==> src/rtl/clk_div_pkg.sv <==
// Shared defaults, channel-select width helper and the per-channel state layout
// for the clk_div_bank divider family.
package clk_div_pkg;

  localparam int DIV_W_DEFAULT   = 8;
  // D=8 reproduces the legacy divide-by-18 divider (toggle every 9 cycles).
  localparam int DEF_DIV_DEFAULT = 8;

  // Width of a channel index; a single-channel bank still gets a 1-bit select.
  function automatic int ch_width(input int n);
    return (n <= 1) ? 1 : $clog2(n);
  endfunction

  typedef struct packed {
    logic [DIV_W_DEFAULT-1:0] cnt;
    logic [DIV_W_DEFAULT-1:0] div;
    logic [DIV_W_DEFAULT-1:0] shadow;
    logic                     pending;
    logic                     clk;
    logic                     tick;
  } chan_state_t;

endpackage

==> src/rtl/clk_div_bank_if.sv <==
// Divide-ratio update handshake into the divider bank.
//
// Handshake: the master holds cfg_valid with a stable cfg_ch/cfg_div until it
// sees cfg_ready; the offer is taken on the clko edge where both are high.
// cfg_ready never depends on cfg_valid.
interface clk_div_bank_if #(
  parameter int DIV_W = 8,
  parameter int CH_W  = 2
);
  logic             cfg_valid;
  logic [CH_W-1:0]  cfg_ch;
  logic [DIV_W-1:0] cfg_div;
  logic             cfg_ready;

  modport master (output cfg_valid, output cfg_ch, output cfg_div, input  cfg_ready);
  modport slave  (input  cfg_valid, input  cfg_ch, input  cfg_div, output cfg_ready);
endinterface

==> src/rtl/clk_div_chan.sv <==
// One divider channel: half-period counter, registered square wave and rise
// tick, plus a shadow divide value applied only at a period boundary.
module clk_div_chan #(
  parameter int DIV_W   = 8,
  parameter int DEF_DIV = 8
) (
  input  logic             clko,
  input  logic             rst,
  input  logic             en,
  input  logic             load,
  input  logic [DIV_W-1:0] load_val,
  output logic             clk,
  output logic             tick,
  output logic             pending
);

  typedef struct packed {
    logic [DIV_W-1:0] cnt;
    logic [DIV_W-1:0] div;
    logic [DIV_W-1:0] shadow;
    logic             pending;
    logic             clk;
    logic             tick;
  } st_t;

  st_t q;
  st_t d;

  always_comb begin
    d      = q;
    d.tick = 1'b0;
    // load is only raised while pending is clear, so it never meets an apply.
    if (load) begin
      d.shadow  = load_val;
      d.pending = 1'b1;
    end
    if (!en) begin
      d.cnt = '0;
      d.clk = 1'b0;
      if (q.pending) begin
        d.div     = q.shadow;
        d.pending = 1'b0;
      end
    end else if (q.cnt == q.div) begin
      d.cnt  = '0;
      d.clk  = ~q.clk;
      d.tick = ~q.clk;
      // The falling toggle closes a period: the new ratio starts with a full low phase.
      if (q.clk && q.pending) begin
        d.div     = q.shadow;
        d.pending = 1'b0;
      end
    end else begin
      d.cnt = q.cnt + 1'b1;
    end
  end

  always_ff @(posedge clko) begin
    if (rst) begin
      q.cnt     <= '0;
      q.div     <= DIV_W'(DEF_DIV);
      q.shadow  <= DIV_W'(DEF_DIV);
      q.pending <= 1'b0;
      q.clk     <= 1'b0;
      q.tick    <= 1'b0;
    end else begin
      q <= d;
    end
  end

  assign clk     = q.clk;
  assign tick    = q.tick;
  assign pending = q.pending;

endmodule

==> src/rtl/clk_div_bank.sv <==
// Bank of N_CH independent runtime-programmable clock dividers sharing one
// ratio-update port.
module clk_div_bank
  import clk_div_pkg::*;
#(
  parameter int N_CH    = 4,
  parameter int DIV_W   = DIV_W_DEFAULT,
  parameter int DEF_DIV = DEF_DIV_DEFAULT,
  parameter int CH_W    = ch_width(N_CH)
) (
  input  logic              clko,
  input  logic              rst,
  input  logic [N_CH-1:0]   en,
  clk_div_bank_if.slave     cfg,
  output logic [N_CH-1:0]   clk,
  output logic [N_CH-1:0]   tick,
  output logic [N_CH-1:0]   busy
);

  logic in_range;
  logic pend_sel;

  // Widened compare so a non-power-of-two bank rejects the unused codes.
  assign in_range = ({1'b0, cfg.cfg_ch} < (CH_W+1)'(N_CH));

  always_comb begin
    pend_sel = 1'b0;
    for (int i = 0; i < N_CH; i++) begin
      if (cfg.cfg_ch == CH_W'(i)) pend_sel = busy[i];
    end
  end

  assign cfg.cfg_ready = in_range && !pend_sel;

  for (genvar g = 0; g < N_CH; g++) begin : g_chan
    logic load;
    assign load = cfg.cfg_valid && cfg.cfg_ready && (cfg.cfg_ch == CH_W'(g));

    clk_div_chan #(
      .DIV_W   (DIV_W),
      .DEF_DIV (DEF_DIV)
    ) u_chan (
      .clko     (clko),
      .rst      (rst),
      .en       (en[g]),
      .load     (load),
      .load_val (cfg.cfg_div),
      .clk      (clk[g]),
      .tick     (tick[g]),
      .pending  (busy[g])
    );
  end

endmodule
==> src/flat_wrapper.sv <==
// flat-port wrapper written by rule: the top's interface ports become plain ports
module clk_div_bank_flat import clk_div_pkg::*;
#(
  parameter int N_CH    = 4,
  parameter int DIV_W   = DIV_W_DEFAULT,
  parameter int DEF_DIV = DEF_DIV_DEFAULT,
  parameter int CH_W    = ch_width(N_CH)
)
  (clko, rst, en, clk, tick, busy, cfg_cfg_valid, cfg_cfg_ch, cfg_cfg_div, cfg_cfg_ready);
  clk_div_bank_if #(.DIV_W(DIV_W), .CH_W(CH_W)) cfg_i ();
  input  logic clko;
  input  logic rst;
  input  logic [N_CH-1:0] en;
  output logic [N_CH-1:0] clk;
  output logic [N_CH-1:0] tick;
  output logic [N_CH-1:0] busy;
  input wire logic [$bits(cfg_i.cfg_valid)-1:0] cfg_cfg_valid;
  input wire logic [$bits(cfg_i.cfg_ch)-1:0] cfg_cfg_ch;
  input wire logic [$bits(cfg_i.cfg_div)-1:0] cfg_cfg_div;
  output wire logic [$bits(cfg_i.cfg_ready)-1:0] cfg_cfg_ready;
  assign cfg_i.cfg_valid = cfg_cfg_valid;
  assign cfg_i.cfg_ch = cfg_cfg_ch;
  assign cfg_i.cfg_div = cfg_cfg_div;
  assign cfg_cfg_ready = cfg_i.cfg_ready;
  clk_div_bank #(.N_CH(N_CH), .DIV_W(DIV_W), .DEF_DIV(DEF_DIV), .CH_W(CH_W)) u_core (.clko(clko), .rst(rst), .en(en), .cfg(cfg_i), .clk(clk), .tick(tick), .busy(busy));
endmodule
==> config.mk <==
export PLATFORM = sky130hd
export DESIGN_NAME = clk_div_bank_flat
export DESIGN_NICKNAME = d
export VERILOG_FILES = /design/src/rtl/clk_div_pkg.sv /design/src/rtl/clk_div_bank_if.sv /design/src/rtl/clk_div_chan.sv /design/src/rtl/clk_div_bank.sv /design/src/flat_wrapper.sv
export SDC_FILE = /design/constraint.sdc
export NUM_CORES = 1
export LEC_CHECK = 0
export ABC_AREA = 1
export CORE_MARGIN = 2
export CORE_UTILIZATION = 63
export CTS_CLUSTER_SIZE = 40
export DETAILED_ROUTE_END_ITERATION = 12
export DONT_BUFFER_PORTS = 1
export PLACE_DENSITY = 0.89
export SLEW_MARGIN = 5
export SYNTH_ARGS = -nofsm -noshare
export SYNTH_HDL_FRONTEND = slang
export SYNTH_HIERARCHICAL = 1
export SYNTH_SLANG_ARGS = --single-unit
==> constraint.sdc <==
create_clock -name clko -period 1.95 [get_ports clko]
set_input_delay 0.39 -clock clko [delete_from_list [all_inputs] [get_ports clko]]
set_output_delay 0.39 -clock clko [all_outputs]
set_load 0.05 [all_outputs]
## Word-level counts from Yosys, hierarchy flattened

Index checks and enable logic that the tools add are counted.

| operators by class | value |
|---|---|
| bitwise logic cells | 12 |
| shift-type cells | 0 |
| divide/modulo/power cells | 0 |
| muxes and demuxes | 40 |
| order comparisons | 0 |
| equal/unequal tests | 15 |
| multipliers | 0 |
| reduce and logical (&&, ||, !) cells | 31 |
| add/sub/neg operators | 4 |

Operators by type and width:

| kind | count |
|---|---|
| $mux 8 | 16 |
| $add 8x1->8 const B | 4 |
| $eq 8x8->1 | 4 |
| $reduce_or 3->1 | 8 |
| $mux 1 | 16 |
| $ne 2x1->1 const B | 8 |
| $mux 3 | 4 |
| $not 1->1 | 12 |
| $reduce_and 3->1 | 4 |
| $logic_and 1x1->1 | 9 |
| $mux 2 | 4 |
| $reduce_bool 2->1 | 4 |
| $reduce_or 2->1 | 4 |
| $eq 2x2->1 const B | 2 |
| $eq 2x1->1 const B | 1 |
| $logic_not 2->1 | 1 |
| $logic_not 1->1 | 1 |

| word-level totals | value |
|---|---|
| bits of input ports | 17 |
| memory bits (writable) | 0 |
| bits in registers | 108 |
| latch bits | 0 |
| memory bits (read-only) | 0 |
| memories | 0 |
| word-level logic and storage cells | 126 |

## Depth between registers and ports, before layout

Gate-level depths: netlist (run 1).

| logic depth | value |
|---|---|
| depth after elaboration | 12 |
| mapped depth | 10 |

## Cells and area by module

The synthesis (run 1) kept the hierarchy.

By module, submodules not included:

| module | cells an instance | area an instance (sq um) | instances |
|---|---|---|---|
| clk_div_chan | 161 | 1214.9 | 4 |
| clk_div_bank | 17 | 80.1 | 1 |

## Worst setup path after synthesis (run 1)

Ideal clock, no wire load.

| timing | value |
|---|---|
| kind | register -> register |
| from | reg, netlist name u_core/g_chan[1].u_chan/pending |
| to | reg u_core/g_chan[0].u_chan/q[3] (netlist bit) |
| library setup time | 116 ps |
| data required time | 1834 ps |
| path buffers | 1 |
| clock period less this slack | 1864 ps |
| data arrival time | 1749 ps |
| path slack | 86 ps |
| cell stages (with the launch flop) | 10 |
| path through | dfxtp_1 o21ai_0 nand3_1 nand2_2 nand2_2 nor2_1 clkbuf_1 inv_1 nor2_1 nor2_1 |

| on the way | value |
|---|---|
| cells in the longest elaborated chain, start to end | 6 |

RTL lines:

| item | line | source |
|---|---|---|
| $mux 1 (3 in a row) | clk_div_bank.sv:29 | `if (cfg.cfg_ch == CH_W'(i)) pend_sel = busy[i];` |
| $logic_not 1->1 | clk_div_bank.sv:33 | `assign cfg.cfg_ready = in_range && !pend_sel;` |
| net cfg_cfg_ready | flat_wrapper.sv:20 | `output wire logic [$bits(cfg_i.cfg_ready)-1:0] cfg_cfg_ready;` |
| $logic_and 1x1->1 (2 in a row) | clk_div_bank.sv:37 | `assign load = cfg.cfg_valid && cfg.cfg_ready && (cfg.cfg_ch == CH_W'(g));` |
| net u_core.g_chan[0].load | clk_div_bank.sv:36 | `logic load;` |
| end, declared | clk_div_chan.sv:26 | `st_t q;` |

The timed path passes the listed nets, and every way through them passes these cells.
A chain may end at the register's enable or synchronous reset.

## Final worst setup path (run 1)

| timing | value |
|---|---|
| from | reg, netlist name u_core/g_chan[1].u_chan/pending |
| to | out cfg_cfg_ready |

| on the way | value |
|---|---|
| cells in the longest elaborated chain, start to end | 4 |

RTL lines:

| item | line |
|---|---|
| $mux 1 (3 in a row) | clk_div_bank.sv:29 |
| $logic_not 1->1 | clk_div_bank.sv:33 |
| end, declared | flat_wrapper.sv:20 |

No other way between the ends.

==> impl_results.md, run 1 <==
- Post-synthesis cell type count: 27
- Slew @ Worst Pin: 699.4 ps
- Fmax: 0.6024 GHz
- Startpoint types: register
- Worst path cell trace: o21ai_0 > nand3_1 > nand2_2 > buf_4
- Pwr dens: 786.9 nW/µm²
- Post-synth top area cell: dfxtp_1
- WS Path Type: reg -> out
- Worst Setup SP: u_core/g_chan[1].u_chan/pending$_SDFF_PP0_
- Share of layout cells above drive strength 1: 12.74%
- Total of max-cap violations: 0
- Post-Syn Area per Cell: 7.473 µm²
- Pins Over Slew Limit: 0
- # DRC: 0
- Worst-path fanout max: 2
- RR Startpoint: u_core/g_chan[1].u_chan/pending$_SDFF_PP0_
- CTS sink cnt: 108
- Vias in the first global route: 3930
- Antenna violations before repair: 0
- Slowest-stage cell, CP: dfxtp_1
- Placement Setup Slack: 77.33 ps
- Total negative setup slack: 0 ps
- Status: finished, final reports clean
- Resized cells post-CTS: 0
- # diodes: 0
- WP data arrival: 1270 ps
- Core Region: 7647 µm²
- Starting Density: 64.59%
- Final Hold Vio Count: 0
- DR iter-0 viols: 245
- Fin nets: 691
- Final Critical Period: 1660 ps
- Total GRT Usage: 25.21%
- Finished Layout Cells: 777
- Critical Path RT: 1560 ps
- CP peak stage delay: 330 ps
- Slew HR: 53.26%
- Post-DP Area: 5067 µm²
- Fin Hold WS: 148.8 ps
- DP Wirelength: 7.161 mm
- PnR worst setup slack: 290.0 ps
- Min-delay src: cfg_cfg_div[3]
- Routed Wire Length: 10.17 mm
- Syn. warnings: 6
- Commonest cells post-synth: nand2_1, nor2_1, dfxtp_1, inv_1, nand3_1
- Vias/cell: 5.263
- CTS tree: yes
- H-tree Lvls: 3
- Num CTS Buffers: 9
- Gpl congestion: 0.9275
- Synth Instances: 661
- Row cnt: 32
- Clk root buf: clkbuf_8
- Clock Tree Buf Depth: 2
- Clock transition at path regs: 100 ps
- Horiz. Die Dim: 92.55 µm
- Top-area cell type share of the netlist area: 43.77%
- Area contributors post-synth: dfxtp_1, nand2_1, nor2_1
- Hold Buf Count CTS: 0
- # placed instances: 761
- Antenna Nets Post-Route: 0
- #FFs+latches synth: 108
- CP endpoint kind: primary output
- RSZ-0062 raised after global routing: no
- IO Pins: 30
- Pin count of the biggest net entering global routing: 18
- Final period util: 85.13%
- Syn Nets: 682
- Worst IR Drop VDD: 0.5391 mV
- Area of the mapped netlist: 4940 µm²
- WL/cell: 13.09 µm
- Post-CTS setup buffer count: 0
- Area grow syn2layout: 7.016%
- Seq/Total Area, Yosys: 43.77%
- Die ar.: 8566 µm²
- Lkg Pwr: 2.448 nW
- Min-Delay Path Class: in -> reg
- Count leader, synth: nand2_1
- Clock latency on the worst-skew pair: 370 ps
- Number of synthesized flops with an enable pin: 0
- First-pass GRT wire length: 17.45 mm
- Final setup fails: 0
- Pre-antenna DRT Iters: 5
- Max Clock Skew: 10.53 ps
- Top FF cell, synth: dfxtp_1
- Final instance area: 5286 µm²
- Asr flop ratio synth: 0%
- DR vias: 4089
- Die Height: 92.55 µm
- Util after Layout: 69.13%
- Grt total ovfl: 0
- PortBufs: 0
- Design Power: 4.160 mW
==> worst max-delay path, delay by kind of cell, from the launching register on <==
family | cells | cell delay [ps]
buffers and inverters | 1 | 200
AO/OA/AOI/OAI | 1 | 170
flip-flops | 1 | 330
AND/OR/NAND/NOR | 2 | 210
==> final timing paths <==
kind	endpoint	depth (start not counted)	slack (ps)
worst max-delay path	cfg_cfg_ready	4	290
worst max register to register	u_core/g_chan[1].u_chan/q[4]$_SDFFE_PP0P_	8	310
worst min register to register	u_core/g_chan[0].u_chan/q[6]$_SDFFE_PP1P_	2	480
worst min-delay path	u_core/g_chan[3].u_chan/q[6]$_SDFFE_PP1P_	2	150
==> report_power, final <==
group	switching [mW]	internal (mW)	leakage, nW
Sequential	0.0538	2.28	0.877
Clock	0.754	0.724	0.102
Combinational	0.233	0.119	1.47
==> cell families (layout without fill, tap and decap cells) <==
| family | Yosys count | after routing | share of synthesized area [%] |
|---|---|---|---|
| xor+xnor | 32 | 32 | 5.674 |
| flops | 108 | 108 | 43.77 |
| buf+inv | 98 | 112 | 8.359 |
| simple gates | 346 | 346 | 30.85 |
| compound gates | 73 | 73 | 10.33 |
| fa+ha+maj | 4 | 4 | 1.013 |
==> flip-flops by register name, indices dropped and copies added, names as in the netlist <==
| name | flops |
|---|---|
| u_core/g_chan.u_chan/pending | 4 |
| u_core/g_chan.u_chan/tick | 4 |
| u_core/g_chan.u_chan/clk | 4 |
| u_core/g_chan.u_chan/q | 96 |
==> layout by cell type, fill, tap and decap left out, drive strengths merged <==
cell      instances
a21oi            32
nor2            133
clkinv            2
dfxtp           108
nor3              8
bufinv            2
clkinvlp          2
o211a             4
inv              82
or2               2
nor3b             4
buf              14
clkbuf           10
xnor2            24
xor2              8
o22ai             4
nand2           145
nand3            54
ha                4
o21ai            33
==> routing by layer <==
metal / part of all wire, % / global-route usage (%) / vias to the layer above
met3: 6.4 / 5.940 / 23
li1: - / - / 2074
met1: 45 / 32.76 / 1891
met4: 2.0 / 10.07 / 0
met2: 46 / 40.57 / 101
met5: 0 / 0 / -
==> final cells by class <==
| class | instances | area (µm²) |
|---|---|---|
| inverter | 82 | 307.8 |
| clock inverter | 6 | 88.84 |
| tap | 102 | 127.6 |
| sequential | 108 | 2162 |
| fill | 594 | 2361 |
| timing repair buffer | 14 | 105.1 |
| clock buffer | 10 | 127.6 |
| multi-input combinational | 455 | 2367 |
Note: power is estimated with default switching activity, not from simulation.
==> run 2: changes to the inputs <==
--- a/config.mk
+++ b/config.mk
@@ -6,12 +6,11 @@
 export NUM_CORES = 1
 export LEC_CHECK = 0
 export ABC_AREA = 1
-export CORE_MARGIN = 2
-export CORE_UTILIZATION = 63
+export CORE_UTILIZATION = 55
 export CTS_CLUSTER_SIZE = 40
 export DETAILED_ROUTE_END_ITERATION = 12
 export DONT_BUFFER_PORTS = 1
-export PLACE_DENSITY = 0.89
+export PLACE_DENSITY = 0.8
 export SLEW_MARGIN = 5
 export SYNTH_ARGS = -nofsm -noshare
 export SYNTH_HDL_FRONTEND = slang
==> impl_results.md, run 2 (synthesis gave the netlist of run 1 again) <==
- Status: finished, final reports clean
- Pre-antenna DRT Iters: 5
- Hold Buf Count CTS: 0
- P_int: 3.037 mW
- Clock Tree Buf Depth: 2
- Met2 routed WL: 4.668 mm
- Clock latency on the worst-skew pair: 360 ps
- # DRC: 0
- # diodes: 0
- Antenna violations before repair: 0
- CP peak stage delay: 340 ps
- P_sw: 1.033 mW
- Switching part of the total: 25.38%
- Grt total ovfl: 0
- WL/cell: 12.18 µm
- Min-Delay Path Class: in -> reg
- Pwr dens: 770.3 nW/µm²
- Final Hold Vio Count: 0
- Final period util: 83.24%
- Worst path cell trace: o21ai_0 > nand3_1 > nand2_2 > buf_4
- Worst-path fanout max: 2
- Final Critical Period: 1623 ps
- Core Region: 8721 µm²
- Design Power: 4.069 mW
- IO Pins: 30
- M1 WL: 4.329 mm
- Worst IR Drop VDD: 0.4661 mV
- Fin nets: 691
- Most common cell after layout, fill and taps aside: nand2_1
- Slew HR: 53.43%
- Max FFs per register: 96
- Die Height: 96.77 µm
- Clk root buf: clkbuf_8
- Placement Setup Slack: 429.2 ps
- Vias in the first global route: 3704
- Share of layout cells above drive strength 1: 12.74%
- Most frequent cells in the layout: nand2_1, nor2_1, dfxtp_1
- Routed Wire Length: 9.539 mm
- DR vias: 3965
- DP Wirelength: 6.884 mm
- Vias/cell: 5.064
- Pins Over Slew Limit: 0
- Total negative setup slack: 0 ps
- Largest register by flop count: u_core/g_chan.u_chan/q
- Total of max-cap violations: 0
- DR iter-0 viols: 165
- WS Path Type: reg -> out
- Post-CTS setup buffer count: 0
- PnR worst setup slack: 326.8 ps
- PortBufs: 0
- Critical Path RT: 1560 ps
- Routed wl met3: 377 µm
- Comb pwr share: 8.4%
- Final setup fails: 0
- CP endpoint kind: primary output
- Row cnt: 34
- Horiz. Die Dim: 96.77 µm
- Startpoint types: register
- CTS sink cnt: 108
- Num CTS Buffers: 9
- Gpl congestion: 0.8086
- WP data arrival: 1230 ps
- CTS tree: yes
- Total GRT Usage: 20.94%
- Clock transition at path regs: 100 ps
- Util after Layout: 60.57%
- Slew @ Worst Pin: 696.8 ps
- Area grow syn2layout: 6.940%
- H-tree Lvls: 3
- Flop pwr share: 57.3%
- Die ar.: 9364 µm²
- Antenna Nets Post-Route: 0
- Fmax: 0.6161 GHz
- Pin count of the biggest net entering global routing: 19
- First-pass GRT wire length: 16.37 mm
- Max layer used: met4
- Lkg Pwr: 2.454 nW
- Slowest-stage cell, CP: dfxtp_1
- Starting Density: 56.64%
- RSZ-0062 raised after global routing: no
- Clock power share: 34.4%
- Max Clock Skew: 9.398 ps
- Resized cells post-CTS: 0
[run 2: stage by stage]
stage	area [µm²]	instances	hold WS [ps]
2_1_floorplan	4940	661	429.2
3_3_place_gp	5075	767	442.7
3_5_place_dp	5075	767	446.8
4_1_cts	5283	783	140.0
5_1_grt	5283	783	144.6
6_report	5283	783	150.1
[run 2: worst paths after layout]
check,from,to,slack (ps),cells after the start
setup / recovery,u_core/g_chan[1].u_chan/pending$_SDFF_PP0_,cfg_cfg_ready,330,4
setup reg to reg,u_core/g_chan[2].u_chan/pending$_SDFF_PP0_,u_core/g_chan[2].u_chan/q[13]$_SDFFE_PP0P_,450,4
hold reg to reg,u_core/g_chan[3].u_chan/q[6]$_SDFFE_PP1P_,u_core/g_chan[3].u_chan/q[6]$_SDFFE_PP1P_,470,2
hold / removal,cfg_cfg_div[3],u_core/g_chan[3].u_chan/q[6]$_SDFFE_PP1P_,150,2
[run 2: critical path, delay by kind of cell, from the launching register on]
| kind | cells | cell delay [ps] |
|---|---|---|
| DFF | 1 | 340 |
| and+or+nand+nor | 2 | 200 |
| buffers and inverters | 1 | 200 |
| AOI/OAI and AO/OA | 1 | 150 |
[run 2: cell type report]
type / count / area, µm²
Clock buffer: 10 / 137.6
Clock inverter: 6 / 70.07
Fill cell: 768 / 3438
Inverter: 82 / 307.8
Multi-Input combinational cell: 455 / 2365
Sequential cell: 108 / 2162
Tap cell: 108 / 135.1
Timing Repair Buffer: 14 / 105.1
[run 2: metal layers]
| metal | GRT usage [%] | up-vias |
|---|---|---|
| li1 | - | 2073 |
| met2 | 35.75 | 72 |
| met1 | 26.30 | 1807 |
| met5 | 0 | - |
| met4 | 7.233 | 0 |
| met3 | 4.118 | 13 |
[run 2: power by group through the flow]
| stage | registers, mW | clock network [mW] | logic (mW) |
|---|---|---|---|
| final | 2.33 | 1.40 | 0.341 |
| after global placement | 2.38 | 0 | 0.324 |
| after detailed placement | 2.38 | 0 | 0.338 |
| after global routing | 2.34 | 1.52 | 0.384 |
| after CTS | 2.33 | 1.43 | 0.341 |
| after floorplan | 2.39 | 0 | 0.259 |
